$ cat src/rtl/arbiter_pred_wrr_pkg.sv
// rtl/arbiter_pred_wrr_pkg.sv - shared state encoding for the predictive weighted round-robin arbiter
package arbiter_pred_wrr_pkg;

    typedef enum logic [1:0] {
        ST_IDLE  = 2'd0,
        ST_GRANT = 2'd1,
        ST_PARK  = 2'd2
    } state_t;

endpackage

$ cat src/rtl/arbiter_pred_wrr_priority_encoder.sv
// rtl/arbiter_pred_wrr_priority_encoder.sv - priority encoder with selectable LSB/MSB priority
module arbiter_pred_wrr_priority_encoder #(
    parameter int WIDTH             = 4,
    parameter int LSB_HIGH_PRIORITY = 0
) (
    input  logic [WIDTH-1:0]         unencoded,
    output logic                     valid,
    output logic [$clog2(WIDTH)-1:0] encoded,
    output logic [WIDTH-1:0]         one_hot
);

    localparam int ENC_W = $clog2(WIDTH);

    always_comb begin
        valid   = |unencoded;
        encoded = '0;
        if (LSB_HIGH_PRIORITY != 0) begin
            for (int i = WIDTH - 1; i >= 0; i--) begin
                if (unencoded[i]) encoded = ENC_W'(i);
            end
        end else begin
            for (int i = 0; i < WIDTH; i++) begin
                if (unencoded[i]) encoded = ENC_W'(i);
            end
        end
        one_hot = valid ? (WIDTH'(1) << encoded) : '0;
    end

endmodule

$ cat src/rtl/arbiter_pred_wrr.sv
// rtl/arbiter_pred_wrr.sv - ack-blocking weighted round-robin arbiter with parked grant prediction
module arbiter_pred_wrr
    import arbiter_pred_wrr_pkg::*;
#(
    parameter int PORTS                 = 4,
    parameter int WEIGHT_WIDTH          = 4,
    parameter int ARB_LSB_HIGH_PRIORITY = 0,
    parameter int PARK_ENABLE           = 1
) (
    input  logic                          clk,
    input  logic                          rst,
    input  logic [PORTS-1:0]              request,
    input  logic [PORTS-1:0]              acknowledge,
    input  logic [PORTS*WEIGHT_WIDTH-1:0] weight,
    output logic [PORTS-1:0]              grant,
    output logic                          grant_valid,
    output logic [$clog2(PORTS)-1:0]      grant_encoded,
    output logic                          pred_hit,
    output logic [WEIGHT_WIDTH-1:0]       credit
);

    localparam int ENC_W = $clog2(PORTS);
    localparam logic [WEIGHT_WIDTH-1:0] ONE = WEIGHT_WIDTH'(1);

    state_t                  state_q, state_d;
    logic [PORTS-1:0]        grant_q, grant_d;
    logic [ENC_W-1:0]        enc_q, enc_d;
    logic [WEIGHT_WIDTH-1:0] credit_q, credit_d;
    logic [PORTS-1:0]        mask_q, mask_d;
    logic                    valid_q, valid_d;
    logic                    hit_q, hit_d;

    logic [PORTS-1:0]        arb_req;
    logic                    all_valid, msk_valid, win_valid;
    logic [ENC_W-1:0]        all_enc, msk_enc, win_enc;
    logic [PORTS-1:0]        all_oh, msk_oh, win_oh, win_mask;
    logic [WEIGHT_WIDTH-1:0] weight_eff [PORTS];
    logic                    do_win;

    // The released port is excluded so that other requesters win over a self-reload.
    assign arb_req = (state_q == ST_GRANT) ? (request & ~grant_q) : request;

    arbiter_pred_wrr_priority_encoder #(
        .WIDTH             (PORTS),
        .LSB_HIGH_PRIORITY (ARB_LSB_HIGH_PRIORITY)
    ) u_enc_all (
        .unencoded (arb_req),
        .valid     (all_valid),
        .encoded   (all_enc),
        .one_hot   (all_oh)
    );

    arbiter_pred_wrr_priority_encoder #(
        .WIDTH             (PORTS),
        .LSB_HIGH_PRIORITY (ARB_LSB_HIGH_PRIORITY)
    ) u_enc_mask (
        .unencoded (arb_req & mask_q),
        .valid     (msk_valid),
        .encoded   (msk_enc),
        .one_hot   (msk_oh)
    );

    assign win_valid = all_valid;
    assign win_enc   = msk_valid ? msk_enc : all_enc;
    assign win_oh    = msk_valid ? msk_oh  : all_oh;

    always_comb begin
        for (int i = 0; i < PORTS; i++) begin
            weight_eff[i] = weight[i*WEIGHT_WIDTH +: WEIGHT_WIDTH];
            if (weight_eff[i] == '0) weight_eff[i] = ONE;
            win_mask[i] = (ARB_LSB_HIGH_PRIORITY != 0) ? (i > int'(win_enc)) : (i < int'(win_enc));
        end
    end

    always_comb begin
        state_d  = state_q;
        grant_d  = grant_q;
        enc_d    = enc_q;
        credit_d = credit_q;
        mask_d   = mask_q;
        valid_d  = valid_q;
        hit_d    = 1'b0;
        do_win   = 1'b0;
        case (state_q)
            ST_IDLE: begin
                if (win_valid) do_win = 1'b1;
            end
            ST_GRANT: begin
                if (|(grant_q & acknowledge)) begin
                    if (credit_q > ONE && |(grant_q & request)) begin
                        credit_d = credit_q - ONE;
                    end else if (win_valid) begin
                        do_win = 1'b1;
                    end else if (|(grant_q & request)) begin
                        credit_d = weight_eff[enc_q];
                    end else begin
                        valid_d  = 1'b0;
                        credit_d = '0;
                        if (PARK_ENABLE != 0) begin
                            state_d = ST_PARK;
                        end else begin
                            state_d = ST_IDLE;
                            grant_d = '0;
                            enc_d   = '0;
                        end
                    end
                end
            end
            ST_PARK: begin
                // Sole requester is the parked port: confirm the prediction, mask untouched.
                if (request == grant_q) begin
                    state_d  = ST_GRANT;
                    valid_d  = 1'b1;
                    credit_d = weight_eff[enc_q];
                    hit_d    = 1'b1;
                end else if (|request) begin
                    do_win = 1'b1;
                end
            end
            default: begin
                state_d = ST_IDLE;
                grant_d = '0;
                enc_d   = '0;
                valid_d = 1'b0;
            end
        endcase
        if (do_win) begin
            state_d  = ST_GRANT;
            valid_d  = 1'b1;
            grant_d  = win_oh;
            enc_d    = win_enc;
            credit_d = weight_eff[win_enc];
            mask_d   = win_mask;
        end
    end

    always_ff @(posedge clk) begin
        if (rst) begin
            state_q  <= ST_IDLE;
            grant_q  <= '0;
            enc_q    <= '0;
            credit_q <= '0;
            mask_q   <= '0;
            valid_q  <= 1'b0;
            hit_q    <= 1'b0;
        end else begin
            state_q  <= state_d;
            grant_q  <= grant_d;
            enc_q    <= enc_d;
            credit_q <= credit_d;
            mask_q   <= mask_d;
            valid_q  <= valid_d;
            hit_q    <= hit_d;
        end
    end

    assign grant         = grant_q;
    assign grant_valid   = valid_q;
    assign grant_encoded = enc_q;
    assign pred_hit      = hit_q;
    assign credit        = credit_q;

endmodule
$ cat config.mk
export PLATFORM = sky130hd
export DESIGN_NAME = arbiter_pred_wrr
export DESIGN_NICKNAME = d
export VERILOG_FILES = /design/src/rtl/arbiter_pred_wrr_pkg.sv /design/src/rtl/arbiter_pred_wrr_priority_encoder.sv /design/src/rtl/arbiter_pred_wrr.sv
export SDC_FILE = /design/constraint.sdc
export NUM_CORES = 1
export LEC_CHECK = 0
export BUFFER_PORTS_ARGS = -buffer_cell sky130_fd_sc_hd__clkbuf_2
export CAP_MARGIN = 20
export CORE_MARGIN = 3
export CORE_UTILIZATION = 45
export DETAILED_ROUTE_END_ITERATION = 6
export PLACE_DENSITY_LB_ADDON = 0.2
export SLEW_MARGIN = 20
export SYNTH_ARGS = -nofsm -noshare
export SYNTH_HDL_FRONTEND = slang
export SYNTH_HIERARCHICAL = 1
export SYNTH_SLANG_ARGS = --single-unit
$ cat constraint.sdc
create_clock -name clk -period 5.95 [get_ports clk]
set_input_delay 0.8925 -clock clk [delete_from_list [all_inputs] [get_ports clk]]
set_output_delay 0.8925 -clock clk [all_outputs]
set_load 0.02 [all_outputs]
* Word-level counts from Yosys, hierarchy flattened *
Index checks and enable logic that the tools add are counted.

cells by class
  $add $sub $neg = 1
  multiply operators = 0
  div/mod/pow operators = 0
  order comparisons = 6
  equality and inequality tests = 16
  shifts and indexed selects = 2
  mux-type cells = 52
  bitwise gates (word level) = 9
  reductions and logical operators = 18

operators by type and width
  operator                                                                         number
  4-bit 2-to-1 mux                                                                 19
  2-bit 2-to-1 mux                                                                 12
  4-bit OR reduction                                                               5
  4-bit binary-select mux with 2-bit select                                        2
  4-bit zero test                                                                  4
  1-bit 2-to-1 mux                                                                 15
  4-bit AND                                                                        3
  3-bit inequality test, second input constant                                     4
  6-bit AND reduction                                                              2
  2-bit inequality test, second input constant                                     5
  4-bit case mux with 2 select lines                                               1
  1-bit by 2-bit << shifter with 4-bit output, first input constant                2
  3-bit >= comparator, second input constant                                       2
  2-bit inverter with 3-bit output                                                 2
  1-bit case mux with 3 select lines                                               2
  2-bit case mux with 3 select lines                                               1
  4-bit by 3-bit AND with 4-bit output                                             1
  4-bit equality test                                                              1
  4-bit by 1-bit greater-than comparator with 1-bit output, second input constant  1
  1-bit by 2-bit less-than comparator with 1-bit output, first input constant      2
  2-bit by 1-bit inequality test with 1-bit output, second input constant          2
  4-bit by 3-bit inequality test with 1-bit output, second input constant          1
  4-bit inverter                                                                   1
  4-bit AND reduction                                                              1
  11 further kinds                                                                 13

storage, ports and cells
  register bits after elaboration = 17
  bits in latches = 0
  memory bits (writable) = 0
  ROM bits = 0
  input port bits = 26
  output and inout bits = 12
  word-level logic and storage cells = 112
  memories = 0

* Logic depth before layout (Yosys ltp) *
  depth in word-level cells = 13
  depth in mapped cells = 13
  mapped depth without buffers = 12

* By module *
The synthesis kept the hierarchy.

by module, submodules not included
  module                             times used  cells an instance  area each (sq um)  seq. area each (sq um)
  arbiter_pred_wrr                   1           160                1,490.2            320.3
  arbiter_pred_wrr_priority_encoder  2           9                  50.0               0.0

* Worst setup path after synthesis *
No wires, ideal clock.

  path type = input port to flip-flop
  start = input port request[2]
  end = register credit_q[0], in the netlist credit[0]
  setup time = 0.059 ns
  data arrival time = 3.329 ns
  required time = 5.891 ns
  slack = 2.563 ns
  cell stages on the path = 10
  path buffers = 1
  path through = ha_1 -> mux2_2 -> and2_1 -> or2_4 -> or3_1 -> buf_2 -> mux2i_2 -> mux4_2 -> nand2_1 -> a31o_1

on the way
  longest elaborated chain between the ends = 11
  elaborated cells between the ends (all ways) = 36
  classes of those cells = eq/ne: 4; mux: 21; bitwise: 4; reduce/logical: 7

ends and longest elaborated chain
  what                                                        RTL line                                 RTL
  start: declaration                                          arbiter_pred_wrr.sv:12                   input logic [PORTS-1:0] request,
  4-bit AND                                                   arbiter_pred_wrr.sv:41                   assign arb_req = (state_q == ST_GRANT) ? (request & ~grant_q) : request;
  4-bit 2-to-1 mux (*)                                        arbiter_pred_wrr.sv:41
  named net arb_req[2]                                        arbiter_pred_wrr.sv:33                   logic [PORTS-1:0] arb_req;
  4-bit by 3-bit AND with 4-bit output (*)                    arbiter_pred_wrr.sv:57                   .unencoded (arb_req & mask_q),
  2-bit 2-to-1 mux (*) (2 in a row)                           arbiter_pred_wrr_priority_encoder.sv:23  if (unencoded[i]) encoded = ENC_W'(i);
  named net msk_enc[1]                                        arbiter_pred_wrr.sv:35                   logic [ENC_W-1:0] all_enc, msk_enc, win_enc;
  2-bit 2-to-1 mux (*)                                        arbiter_pred_wrr.sv:64                   assign win_enc = msk_valid ? msk_enc : all_enc;
  2-bit inverter with 3-bit output (not written as such) (*)  arbiter_pred_wrr.sv:132                  credit_d = weight_eff[win_enc];
  4-bit binary-select mux with 2-bit select (*)               arbiter_pred_wrr.sv:132
  4-bit 2-to-1 mux (not written as such) (*) (2 in a row)     arbiter_pred_wrr.sv:132
  4-bit 2-to-1 mux (*)                                        arbiter_pred_wrr.sv:127                  if (do_win) begin
  end signal: assignment                                      arbiter_pred_wrr.sv:150                  credit_q <= credit_d;
  end: declaration                                            arbiter_pred_wrr.sv:28                   logic [WEIGHT_WIDTH-1:0] credit_q, credit_d;

The timed path passes the listed nets; every way through them passes the cells marked *. The select of a mux whose other input is x is not followed.
A chain may end at the register's enable or synchronous reset.

* Worst setup path in the final report *
  start = register state_q[0]
  end = register credit_q[0], in the netlist credit[0]

on the way
  elaborated cells between the ends (all ways) = 29
  classes of those cells = eq/ne: 5; mux: 17; bitwise: 2; reduce/logical: 5

RTL lines
  what                                                    RTL line                                 RTL
  start: declaration                                      arbiter_pred_wrr.sv:25                   state_t state_q, state_d;
  start signal: assignment                                arbiter_pred_wrr.sv:147                  state_q <= state_d;
  2-bit by 1-bit equality test with 1-bit output          arbiter_pred_wrr.sv:41
  4-bit 2-to-1 mux                                        arbiter_pred_wrr.sv:41
  named net arb_req[2]                                    arbiter_pred_wrr.sv:33
  4-bit by 3-bit AND with 4-bit output                    arbiter_pred_wrr.sv:57
  2-bit 2-to-1 mux (2 in a row)                           arbiter_pred_wrr_priority_encoder.sv:23
  named net msk_enc[1]                                    arbiter_pred_wrr.sv:35
  2-bit 2-to-1 mux                                        arbiter_pred_wrr.sv:64
  2-bit inverter with 3-bit output (not written as such)  arbiter_pred_wrr.sv:132
  4-bit binary-select mux with 2-bit select               arbiter_pred_wrr.sv:132
  4-bit 2-to-1 mux (not written as such) (2 in a row)     arbiter_pred_wrr.sv:132
  4-bit 2-to-1 mux                                        arbiter_pred_wrr.sv:127

The timed path passes the listed nets, and every way through them passes these cells. The select of a mux whose other input is x is not followed.

==> impl_metrics.csv <==
group,metric,value,unit
synth,ys_ff_latch,16,
worst_setup_path,crit_family,"simple AND/OR/NAND/NOR gates",
placed_design,io_buffer_count,37,
worst_setup_path,path_class,"flop to flop",
final_layout,final_cells,256,
worst_setup_path,cpMaxStageDelayCell,"nor2b_1",
power_and_ir_drop,leakage,0.000780,uW
die,die-area,4280,um^2
grt,antenna_found_initial,0,
worst_setup_path,critPathMaxFanout,9,
sta,worst_slew_pin_slew,0.639,ns
synth,avgSynthCellArea,8.93,um^2
worst_setup_path,cp-start-kind,"flop",
die,die_height,65.4,um
worst_setup_path,cpPeakStageDelay,0.57,ns
clock_tree,ctsHtreeMaxLevel,1,
sta,drv_slew,0,
sta,tns,0,ns
sta,clock.fmax,268,MHz
worst_setup_path,r2r_slack,2.22,ns
synth,netlist.area_leader.share,20.1,%
clock_tree,cts_sinks,16,
synth,synth_warnings,6,
drt,ant_nets,0,
synth,synth_area_leaders,"dfxtp_1 20%, ha_1 7.9%, mux2_2 6.4%, mux2i_1 6.3%, mux4_2 5.7%",
grt,grt_usage,18.3,%
synth,syn-instance-count,178,
worst_setup_path,arrival,3.97,ns
sta,period_needed,3.73,ns
synth,synthTopCellsByCount,"16 x dfxtp_1, 16 x nor2_1",
die,rows,20,
drt,wire_per_inst,14.7,um
clock_tree,cts_setup_buffers,0,
final_layout,fill_cells,317,
clock_tree,clk_latency,0.29,ns
sta,rsz0062_at_grt,"no",
sta,fin_hold_ws,0.506,ns
placed_design,hpwl,3010,um
clock_tree,clk_path_buf_depth,2,
sta,finalHoldViolations,0,
drt,wl,3760,um
grt,grt_pass1_wl,6250,um
synth,ys.flop_type,"dfxtp_1",
final_layout,drive_gt1_share,32.5,%
final_layout,multi_input_area,1190,um^2
worst_setup_path,path_cells,"nor2b_1 > mux2_2 > and2_1 > or2_4 > or3_1 > mux2i_2 > mux4_2 > nand2_1 > a31o_1",
grt,grt_max_degree,27,
power_and_ir_drop,power_density,427,nW/um^2
synth,synth_edf_count,0,
sta,skew,0.00668,ns
worst_setup_path,end_kind,"flop",
drt,drt_iter0_drc,90,
synth,yosysSeqAreaShare,20.1,%
final_layout,final_nets,250,
clock_tree,postCtsHoldBufs,0,
die,die_x,65.4,um
drt,route.detailed.drc,0,
sta,timing.final.crit_share,62.7,%
drt,avgViaCountPerCell,5.72,
drt,num_vias,1464,
die,pin_count,38,
synth,yosys.area.top_type,"dfxtp_1",
synth,ys_types,53,
grt,grt_pass1_vias,1391,
worst_hold_path,hold_path_class,"flop to flop",
clock_tree,cts_tree,"built",
grt,grt_overflow_total,0,
synth,synthesis.area,1590,um^2
die,initial_core_util,49.6,%
die,core_area,3200,um^2
final_layout,regArea,320,um^2
worst_setup_path,required,6.20,ns
placed_design,dp.cells,252,
sta,finalSetupViolCount,0,
worst_setup_path,critPathBufInv,0,
clock_tree,clkTransAtPathRegs,0.10,ns
drt,first_pass_iters,4,
power_and_ir_drop,ir_drop,0.000174,V
flow_run,maxCapViolations,0,
final_layout,area_growth,14.6,%
sta,slew_headroom,57.3,%
placed_design,place_congestion,0.939,
clock_tree,root_buffer,"clkbuf_4",
final_layout,num_antenna_cells,0,
clock_tree,cts_buffers,3,
synth,async_flop_share,0,%
clock_tree,cts.repair.resized,0,
status,run_status,"finished, final reports clean",
registers in the layout (all words and copies together), names as in the netlist:
name / flops
mask_q: 3
state_q: 2
credit: 4
grant: 4
pred_hit: 1
grant_encoded: 2
metal layers:
| metal | vias up | wire length [um] | GRT usage [%] |
|---|---|---|---|
| met5 | - | 0 | 0 |
| met4 | 0 | 38 | 4.92 |
| met3 | 4 | 105 | 4.62 |
| met2 | 28 | 1960 | 31.6 |
| met1 | 711 | 1660 | 22.4 |
| li1 | 721 | - | - |
cell type report:
| cell class | count | area share, % |
|---|---|---|
| clock buffer | 3 | 1.24 |
| sequential | 16 | 17.6 |
| timing repair buffer | 38 | 10.8 |
| multi-input combinational | 145 | 65.3 |
| tap | 44 | 3.02 |
| inverter | 10 | 2.06 |
cells by family (layout without fill, tap and decap cells):
family,after synthesis,after routing,share of synthesized area (%)
and+or+nand+nor,64,64,22.6
other,1,4,0.236
adders and majority gates,10,10,7.87
buffers and inverters,20,51,5.67
xor gates and xnor gates,2,2,1.10
muxes,25,25,20.6
AOI/OAI and AO/OA,40,40,21.8
DFF,16,16,20.1
report_power, final:
group | leakage [uW] | internal [uW] | total [uW] | switching (uW)
combinational | 0.000634 | 243 | 524 | 280
sequential | 0.000132 | 145 | 196 | 51.1
clock | 0.0000138 | 23.5 | 59.9 | 36.4
total | 0.000780 | 412 | 779 | 368
per-stage QoR:
step           setup WS (ns)  cell area, um^2  total power [uW]  utilization (%)
5_1_grt                 2.02             1820               848             56.9
2_1_floorplan           2.56             1600               612                -
3_5_place_dp            2.17             1790               715             55.9
6_report                2.22             1820               779             56.9
4_1_cts                 2.22             1810               777             56.6
3_3_place_gp            2.23             1790               698             55.9
layout by cell type, fill, tap and decap left out, drive strengths merged, types with 4 or more instances in the layout:
cell | synthesis | layout
mux2 | 9 | 9
nor2 | 16 | 16
dfxtp | 16 | 16
nand2b | 4 | 4
nor3 | 9 | 9
clkbuf | 5 | 40
nand2 | 9 | 9
ha | 10 | 10
inv | 10 | 10
a211oi | 5 | 5
mux2i | 12 | 12
a21oi | 11 | 11
mux4 | 4 | 4
o21ai | 4 | 4
nor3b | 5 | 5
conb | 1 | 4
path summary, 6_finish.rpt:
kind | from | to | cells after the start
setup / recovery | state_q[0] | credit[0] | 9
hold / removal | mask_q[0] | mask_q[0] | 2
setup reg to reg | state_q[0] | credit[0] | 9
hold reg to reg | mask_q[0] | mask_q[0] | 2
worst reg2reg max path: stages, from the launching register on:
cell and delay (ns):
dfxtp_1 0.46, nor2b_1 0.57, mux2_2 0.43, and2_1 0.18, or2_4 0.25, or3_1 0.50
mux2i_2 0.53, mux4_2 0.57, nand2_1 0.08, a31o_1 0.13
Power figures use the tool's default switching activity.
